`config.mk`:
```
export PLATFORM = sky130hd
export DESIGN_NAME = uart_rx_oversampler
export DESIGN_NICKNAME = d
export VERILOG_FILES = /design/src/rtl/uart_rx_oversampler.sv
export SDC_FILE = /design/constraint.sdc
export NUM_CORES = 1
export LEC_CHECK = 0
export BUFFER_PORTS_ARGS = -buffer_cell sky130_fd_sc_hd__buf_2
export CELL_PAD_IN_SITES_DETAIL_PLACEMENT = 1
export CELL_PAD_IN_SITES_GLOBAL_PLACEMENT = 1
export CORE_ASPECT_RATIO = 1.1
export CORE_UTILIZATION = 40
export CTS_CLUSTER_DIAMETER = 40
export DETAILED_ROUTE_END_ITERATION = 16
export PLACE_DENSITY_LB_ADDON = 0.12
export SYNTH_ARGS = -nofsm -noshare
export SYNTH_HDL_FRONTEND = slang
export SYNTH_SLANG_ARGS = --single-unit
```
`constraint.sdc`:
```
create_clock -name clk -period 3.1 [get_ports clk]
set_input_delay 0.62 -clock clk [delete_from_list [all_inputs] [get_ports clk]]
set_output_delay 0.62 -clock clk [all_outputs]
set_load 0.1 [all_outputs]
```
`src/rtl/uart_rx_oversampler.sv`:
```
// uart_rx_oversampler: 8-bit UART receiver, tick-gated FSM with a 3-sample majority vote per bit.
// Define UART_RX_PARITY_EN to insert an even-parity bit between the data bits and the stop bit.
module uart_rx_oversampler #(
   parameter int OVERSAMPLE = 16
) (
   input  logic       clk,
   input  logic       reset,
   input  logic       tick,
   input  logic       rx,
   output logic [7:0] data,
   output logic       valid,
   output logic       frame_err,
   output logic       parity_err,
   output logic       break_det,
   output logic       busy
);
   localparam int CNT_W = $clog2(OVERSAMPLE);
   localparam logic [CNT_W-1:0] CNT_LAST = CNT_W'(OVERSAMPLE - 1);
   localparam logic [CNT_W-1:0] SAMPLE_A = CNT_W'(OVERSAMPLE / 2 - 1);
   localparam logic [CNT_W-1:0] SAMPLE_B = CNT_W'(OVERSAMPLE / 2);
   localparam logic [CNT_W-1:0] SAMPLE_C = CNT_W'(OVERSAMPLE / 2 + 1);

`ifdef UART_RX_PARITY_EN
   typedef enum logic [2:0] {IDLE, START, DATA, PARITY, STOP} stateT;
   localparam stateT AFTER_DATA = PARITY;
`else
   typedef enum logic [2:0] {IDLE, START, DATA, STOP} stateT;
   localparam stateT AFTER_DATA = STOP;
`endif

   function automatic logic majority3(input logic a, input logic b, input logic c);
      return (a & b) | (a & c) | (b & c);
   endfunction

   stateT            state;
   logic             rxMeta;
   logic             rxS;
   logic             armed;
   logic [CNT_W-1:0] sampleCnt;
   logic [CNT_W-1:0] cntNext;
   logic             cntWrap;
   logic [2:0]       bitCnt;
   logic             sampleA;
   logic             sampleB;
   logic             bitVote;
   logic [7:0]       shiftReg;
   logic             parityBad;

`ifdef UART_RX_PARITY_EN
   logic parityBit;
   logic parityErrReg;
   assign parityBad  = ^{shiftReg, parityBit};
   assign parity_err = parityErrReg;
`else
   assign parityBad  = 1'b0;
   assign parity_err = 1'b0;
`endif

   // sampleCnt holds the position of the previous tick; cntNext is the position of this tick
   always_comb begin
      cntWrap = (sampleCnt == CNT_LAST);
      cntNext = cntWrap ? '0 : sampleCnt + CNT_W'(1);
      bitVote = majority3(sampleA, sampleB, rxS);
   end

   // Bit datapath: vote samples and the LSB-first shift register
   always_ff @(posedge clk) begin
      if (tick && state != IDLE) begin
         if (cntNext == SAMPLE_A) sampleA <= rxS;
         if (cntNext == SAMPLE_B) sampleB <= rxS;
         if (state == DATA && cntNext == SAMPLE_C) shiftReg <= {bitVote, shiftReg[7:1]};
`ifdef UART_RX_PARITY_EN
         if (state == PARITY && cntNext == SAMPLE_C) parityBit <= bitVote;
`endif
      end
   end

   // Control: synchronizer, FSM, counters and registered status pulses
   always_ff @(posedge clk) begin
      if (reset) begin
         rxMeta    <= 1'b1;
         rxS       <= 1'b1;
         state     <= IDLE;
         sampleCnt <= '0;
         bitCnt    <= '0;
         armed     <= 1'b0;
         data      <= 8'h00;
         valid     <= 1'b0;
         frame_err <= 1'b0;
         break_det <= 1'b0;
         busy      <= 1'b0;
`ifdef UART_RX_PARITY_EN
         parityErrReg <= 1'b0;
`endif
      end else begin
         rxMeta    <= rx;
         rxS       <= rxMeta;
         valid     <= 1'b0;
         frame_err <= 1'b0;
         break_det <= 1'b0;
`ifdef UART_RX_PARITY_EN
         parityErrReg <= 1'b0;
`endif
         if (tick) begin
            case (state)
               IDLE: begin
                  sampleCnt <= '0;
                  // a break leaves the line low; only a high tick re-enables start detection
                  if (rxS) begin
                     armed <= 1'b1;
                  end else if (armed) begin
                     state <= START;
                     busy  <= 1'b1;
                  end
               end
               START: begin
                  sampleCnt <= cntNext;
                  if (cntNext == SAMPLE_C && bitVote) begin
                     state     <= IDLE;
                     busy      <= 1'b0;
                     sampleCnt <= '0;
                  end else if (cntWrap) begin
                     state  <= DATA;
                     bitCnt <= '0;
                  end
               end
               DATA: begin
                  sampleCnt <= cntNext;
                  if (cntWrap) begin
                     bitCnt <= bitCnt + 3'd1;
                     if (bitCnt == 3'd7) state <= AFTER_DATA;
                  end
               end
`ifdef UART_RX_PARITY_EN
               PARITY: begin
                  sampleCnt <= cntNext;
                  if (cntWrap) state <= STOP;
               end
`endif
               STOP: begin
                  sampleCnt <= cntNext;
                  // leave at mid-stop so a following start edge is caught with a 1-bit stop
                  if (cntNext == SAMPLE_C) begin
                     state     <= IDLE;
                     busy      <= 1'b0;
                     sampleCnt <= '0;
                     if (!bitVote) begin
                        frame_err <= 1'b1;
                        data      <= shiftReg;
                        if (shiftReg == 8'h00) begin
                           break_det <= 1'b1;
                           armed     <= 1'b0;
                        end
                     end else if (!parityBad) begin
                        valid <= 1'b1;
                        data  <= shiftReg;
                     end
`ifdef UART_RX_PARITY_EN
                     else parityErrReg <= 1'b1;
`endif
                  end
               end
               default: begin
                  state <= IDLE;
                  busy  <= 1'b0;
               end
            endcase
         end
      end
   end
endmodule

```
Word level (Yosys, flattened, before mapping). Cells that the tools add are included.

Flip-flop bits (word level): 35. Bits of input ports: 4. Output and inout bits: 13. Word-level logic and storage cells: 94.

Muxes and demuxes: 29. Equality and inequality tests: 20. Add/sub/neg operators: 2. Reduce and logical (&&, ||, !) cells: 20. Bitwise operators: 9.

Operator list (number): $mux W3 (10); $ne A2 B2 Y1 const B (10); $pmux W4 S4 (1); $eq A4 B4 Y1 const B (3); $mux W4 (3); $pmux W3 S4 (1); $reduce_and A6 Y1 (2); $mux W1 (11); $logic_not A8 Y1 (1); $reduce_and A2 Y1 (4); $reduce_and A7 Y1 (1); $eq A3 B2 Y1 const B (2); $pmux W3 S2 (1); $reduce_and A5 Y1 (1); $reduce_or A5 Y1 (1); $add A4 B1 Y4 const B (1); $eq A4 B3 Y1 const B (1); $not A1 Y1 (4); $pmux W1 S4 (1); $reduce_bool A2 Y1 (2); $reduce_bool A4 Y1 (1); $reduce_or A4 Y1 (1); $add A3 B1 Y3 const B (1); $and A1 B1 Y1 (3); other kinds (10) (13).

Logic depth before layout (Yosys ltp). Gate-level depths: netlist (run 1).

Depth after elaboration: 6. Depth in mapped cells: 7. Mapped depth without buffers: 6.

Worst setup path after synthesis (run 1). Ideal clock, no wire load.

Path kind: register to register. Start: reg sampleCnt[0]. End: reg data[0]. Stages on the path, launching flop included: 8. Data required time: 2979 ps. Setup slack: 1406 ps. Arrival: 1573 ps. Clock period less this slack: 1694 ps. Path buffers: 2. Library setup time: 121 ps. Path through: dfxtp_1 > ha_1 > buf_6 > and4bb_1 > a41o_2 > and4_4 > buf_6 > mux2i_1.

Cells in the longest elaborated chain, start to end: 4. Elaborated cells on any way between the ends: 5. Classes of those cells: add/sub (1); eq/ne (2); mux (1); reduce/logical (1).

Ends and longest elaborated chain: start: declaration (line 39) `logic [CNT_W-1:0] sampleCnt;`; start signal: assignment (line 117) `sampleCnt <= cntNext;`; start signal: assignment (line 128) `sampleCnt <= cntNext;`; start signal: assignment (line 141) `sampleCnt <= cntNext;`; $add A4 B1 Y4 / $eq A4 B4 Y1 (equally long branches) (line 62, 61); $mux W4 (*) (line 62) `cntNext = cntWrap ? '0 : sampleCnt + CNT_W'(1);`; $eq A4 B4 Y1 (*) (line 143) `if (cntNext == SAMPLE_C) begin`; $reduce_and A3 Y1 (no line) (*); end signal: assignment (line 149) `data <= shiftReg;`; end signal: assignment (line 156) `data <= shiftReg;`; end: declaration (line 10) `output logic [7:0] data,`.

Mark *: on every way between the ends. The rest lies on a longest branch, timed or not. A chain may end at the register's enable or synchronous reset.

Worst setup path after layout (run 1).
Start: reg sampleCnt[1]. End: reg busy.

Cells in the longest elaborated chain, start to end: 6. Elaborated cells on any way between the ends: 8. Classes of those cells: add/sub (1); eq/ne (4); mux (1); reduce/logical (2).

Ends and longest elaborated chain: $add A4 B1 Y4 / $eq A4 B4 Y1 (equally long branches) (line 62, 61); $mux W4 (*) (line 62); $eq A4 B4 Y1 (*) (line 118, 143); $logic_and A1 B1 Y1 (line 118) `if (cntNext == SAMPLE_C && bitVote) begin`; $ne A2 B2 Y1 (no line); $reduce_and A6 Y1 (no line) (*); end signal: assignment (line 113) `busy <= 1'b1;`; end signal: assignment (line 120) `busy <= 1'b0;`; end signal: assignment (line 145) `busy <= 1'b0;`; end: declaration (line 15) `output logic busy`.

Marks and branches as above.

==> results.json, run 1 <==
{
  "grt-ovfl-total": 0,
  "cts_resized": 0,
  "cts_inserted_buffers": 5,
  "wl_per_cell_um": 14.5,
  "crit_type": "reg -> reg",
  "synth_top_area_cell": "dfxtp_1",
  "initial_utilization_pct": 42.6,
  "grt_pass1_wl_um": 5050,
  "r2r-start": "sampleCnt[1]",
  "ant_nets": 0,
  "clk_pin_slew_ns": 0.07,
  "ys_seq_area_share_pct": 49.8,
  "endpoint": "busy",
  "cp.arrival_ns": 2.07,
  "synth_common_cells": "24 x dfxtp_1, 19 x nand2b_1, 10 x edfxtp_1",
  "routed-via-count": 1106,
  "syn_area_per_cell_um2": 10.6,
  "min_period_ns": 1.89,
  "fmax_ghz": 0.528,
  "area_delta_synth_final_pct": 10.4,
  "seq_power_share_pct": 57.6,
  "pwr-share-clk_pct": 38.5,
  "crit_fanout": 8,
  "diodes": 0,
  "synthArstFlopShare_pct": 0,
  "yosysUniqueCellTypes": 41,
  "chipHeight_um": 67.7,
  "gp_congestion": 0.792,
  "synthTopCellsByArea": "dfxtp_1 31%, edfxtp_1 19%, nand2b_1 7.6%",
  "clockRootBuffer": "clkbuf_8",
  "postCtsSetupBuffers": 0,
  "worstPathRequired_ns": 3.28,
  "drtPass1Iterations": 4,
  "finalHoldViolations": 0,
  "antenna_found_initial": 0,
  "synth_warnings": 0,
  "synth.most_common_cell": "dfxtp_1",
  "grt_max_degree": 33,
  "nNetsFinal": 170,
  "fin_area_mm2": 0.00173,
  "die_w_um": 61.7,
  "cts_max_path_buffers": 2,
  "place_area_mm2": 0.00165,
  "cts_hold_buffers": 0,
  "end_kind": "register",
  "core-area_mm2": 0.00368,
  "setup_viol": 0,
  "irDropWorstVdd_mv": 0.213,
  "worstRegToRegCells": 5,
  "drc": 0,
  "power_density_mw_per_mm2": 464,
  "status": "complete, no violations",
  "drtIter0Drc": 29,
  "grt_pass1_vias": 1072,
  "syn_inst": 148,
  "routed_via_density": 5.24,
  "rows": 23,
  "regToRegEndpoint": "busy",
  "switchingPower_uw": 181,
  "final.setup_skew_ns": 0.00287,
  "intPower_uw": 622,
  "synth_top_area_share_pct": 30.6,
  "maxCapViolations": 0,
  "syn-cell-area_mm2": 0.00157,
  "io_pins": 17,
  "place_hpwl_um": 2220,
  "clock_sinks": 34,
  "final.setup.tns_ns": 0,
  "track_usage_pct": 17.2,
  "rsz0062_at_grt": "false",
  "synth-edff-count": 10,
  "period_share_pct": 61.1,
  "synth_top_flop_cell": "dfxtp_1",
  "p_leak_uw": 0.000660,
  "htree_levels": 2,
  "finalMaxSlewViolations": 0,
  "portBuffers": 15,
  "synth_nets": 158,
  "pwr-share-comb_pct": 3.8,
  "ff2ff_setup_slack_ns": 1.21,
  "sw_frac_of_total_pct": 22.5,
  "drive_gt1_share_pct": 19.3,
  "dieArea_mm2": 0.00417,
  "holdCritPathClass": "reg -> reg",
  "drt-total-wl_um": 3050,
  "cts_tree": "done",
  "setup.worst_path.start": "sampleCnt[1]",
  "clk_latency_ns": 0.28,
  "start_kind": "register",
  "ys_ff_latch": 34
}
routing by layer:
layer	up-vias	wire length, um	GRT usage (%)
met3	4	94	5.75
met1	539	1430	22.0
met2	16	1490	25.9
met4	0	43	7.50
met5	-	0	0
li1	547	-	-
cell usage in the layout (no fill, tap or decap), types with 2 or more instances in the layout:
cell type  instances
a31oi_1            2
nor3_1             5
buf_2             15
nor2_1             5
a22o_1             6
or2_2              2
dfxtp_1           24
edfxtp_1          10
and3_1             2
nand2_1            6
and3_2             2
nand4_1            3
ha_1               6
mux2i_1            9
clkbuf_8           5
nor4_1             2
nand2b_1          19
inv_1              6
a21oi_1            5
o21ai_0            4
final cells by class:
class                      count  area (um^2)
multi-input combinational     98          704
timing repair buffer          15         75.1
clock inverter                 3         16.3
inverter                       6         22.5
clock buffer                   5         68.8
fill                         462         1950
tap                           50         62.6
sequential                    34          781
critical path, cell delays in order (launching register included):
cell and delay (ns):
dfxtp_1 0.45, ha_1 0.34, and4bb_1 0.24, a41o_2 0.28, and3_4 0.21, a221oi_1 0.27
per-stage QoR:
step	util [%]	total power (uW)	worst slack (ns)	instances	hold WS (ns)
floorplan	-	497	1.41	148	0.389
global placement	44.7	502	1.26	203	0.398
detailed placement	44.7	503	1.19	203	0.414
CTS	47.0	814	1.18	211	0.433
global route	47.0	840	1.06	211	0.459
finish	47.0	803	1.21	211	0.432
worst min-delay path by stage:
stage	start	cells past startpoint	slack (ns)	endpoint
CTS	rxMeta	1	0.43	rxS
global placement	rxMeta	1	0.40	rxS
floorplan	rxMeta	1	0.39	rxS
global route	rxMeta	1	0.46	rxS
detailed placement	rxMeta	1	0.41	rxS
finish	rxMeta	1	0.43	rxS
kinds of logic after synthesis:
family,synth area share [%]
other,0.239
AO/OA/AOI/OAI,11.8
AND/OR/NAND/NOR,21.8
XOR/XNOR,0.559
multiplexers,5.75
buffers and inverters,5.27
adder cells (fa/ha/maj),4.79
flip-flops,49.8
power by group through the flow:
stage | clock network [uW] | registers, uW | logic, uW
after CTS | 321 | 462 | 30.9
after detailed placement | 0 | 472 | 31.0
after floorplan | 0 | 472 | 25.2
after global routing | 343 | 463 | 33.9
after global placement | 0 | 472 | 29.9
final | 309 | 463 | 30.7
flip-flops by register name, indices dropped and copies added, names as in the netlist:
name and flops:
armed 1, bitCnt 3, break_det 1, busy 1, data 8, frame_err 1, rxMeta 1, rxS 1
sampleA 1, sampleB 1, sampleCnt 4, shiftReg 8, state 2, valid 1
No activity file was read; power rests on OpenSTA's default activity.
==> run 2, diff against run 1 <==
- clock period: 3.1 -> 1.63 ns (I/O delays scaled with it)
==> results.json, run 2 (synthesized netlist as in run 1, its figures left out) <==
{
  "status": "complete, no violations",
  "fmax_ghz": 0.620,
  "drtPass1Iterations": 4,
  "cts_tree": "done",
  "min_period_ns": 1.61,
  "crit_fanout": 8,
  "layout_common_cells": "22 x dfxtp_1, 19 x nand2b_1, 15 x buf_2, 15 x buf_4, 10 x edfxtp_1",
  "rows": 23,
  "end_kind": "register",
  "diodes": 0,
  "die_w_um": 61.7,
  "crit_type": "reg -> reg",
  "irDropWorstVdd_mv": 0.432,
  "track_usage_pct": 18.5,
  "grt_max_degree": 32,
  "area_delta_synth_final_pct": 24.3,
  "drive_gt1_share_pct": 32.4,
  "clk_latency_ns": 0.29,
  "p_leak_uw": 0.000747,
  "grt-ovfl-total": 0,
  "chipHeight_um": 67.7,
  "maxCapViolations": 0,
  "routed-via-count": 1191,
  "cts_inserted_buffers": 5,
  "post-layout-total-power_uw": 1720,
  "cp.arrival_ns": 1.83,
  "fin_ws_ns": 0.0159,
  "drt-total-wl_um": 3340,
  "reg_top3": "data: 8 flops, shiftReg: 8 flops, sampleCnt: 4 flops",
  "clk_pin_slew_ns": 0.07,
  "place_hpwl_um": 2410,
  "finalMaxSlewViolations": 0,
  "grt_pass1_wl_um": 5450,
  "initial_utilization_pct": 42.6,
  "final.setup_skew_ns": 0.00747,
  "portBuffers": 15,
  "fin_hold_ws_ns": 0.217,
  "rsz0062_at_grt": "true",
  "fin_area_mm2": 0.00195,
  "nNetsFinal": 185,
  "final_core_util_pct": 52.9,
  "antenna_found_initial": 0,
  "ant_nets": 0,
  "final_common_cell": "dfxtp_1",
  "io_pins": 17,
  "clock_sinks": 34,
  "dp_slack_ns": -0.0269,
  "drtIter0Drc": 59,
  "gp_congestion": 0.879,
  "worstPathRequired_ns": 1.84,
  "power_density_mw_per_mm2": 884,
  "finalHoldViolations": 0,
  "core-area_mm2": 0.00368,
  "holdCritPathClass": "in -> reg",
  "drc": 0,
  "grt_pass1_vias": 1178,
  "routed_via_density": 5.27,
  "wl_per_cell_um": 14.8,
  "start_kind": "register",
  "period_share_pct": 99.0,
  "cts_max_path_buffers": 2,
  "htree_levels": 2,
  "place_area_mm2": 0.00175,
  "clockRootBuffer": "clkbuf_8",
  "dieArea_mm2": 0.00417,
  "setup_viol": 0
}
run 2: cell count changes in the layout (fill, tap and decap cells not counted), sizes merged:
cell      change
buf          +15
clkinv        -2
bufinv        +1
clkinvlp      +1
run 2: area by class of cell:
| type | instances | area (um^2) |
|---|---|---|
| Clock buffer | 5 | 68.8 |
| Sequential cell | 34 | 788 |
| Inverter | 6 | 22.5 |
| Timing Repair Buffer | 30 | 188 |
| Fill cell | 425 | 1730 |
| Clock inverter | 3 | 45.0 |
| Tap cell | 50 | 62.6 |
| Multi-Input combinational cell | 98 | 774 |
run 2: routing by layer:
layer | wire (um) | track usage, % | vias up
li1 | - | - | 580
met4 | 60 | 7.50 | 0
met2 | 1780 | 32.7 | 16
met5 | 0 | 0 | -
met1 | 1410 | 20.1 | 589
met3 | 93 | 5.75 | 6
run 2: what timing repair did:
action / in CTS / in global routing
hold buffers: 0 / 0
resized for setup: 8 / 7
buffers inserted: 0 / 2
pin swaps: 3 / 9
endpoints found under the setup margin: 20 / 14
run 2: where the power goes:
part           total, uW  internal, uW  switching (uW)
clock                773           455             319
sequential           872           868            3.59
combinational       78.4          30.6            47.9
total               1720          1350             370
run 2: worst paths after layout:
check                             startpoint      end  slack [ns]  cells after the start
worst max-delay path            sampleCnt[1]  data[7]        0.02                      5
worst min register to register        rxMeta      rxS        0.42                      1
worst max register to register  sampleCnt[1]  data[7]        0.02                      5
worst min-delay path                      rx   rxMeta        0.22                      2
run 2: stage by stage:
stage	setup TNS (ns)	cells
2_1_floorplan	0	148
3_3_place_gp	-0.0262	216
3_5_place_dp	-0.228	216
4_1_cts	0	224
5_1_grt	-0.213	226
6_report	0	226
run 2: worst max-delay path, stage by stage (launching register included):
cell and delay, ns:
dfxtp_4 0.37, buf_4 0.13, and3b_2 0.21, a41o_4 0.25
and4_4 0.35, mux2i_1 0.23
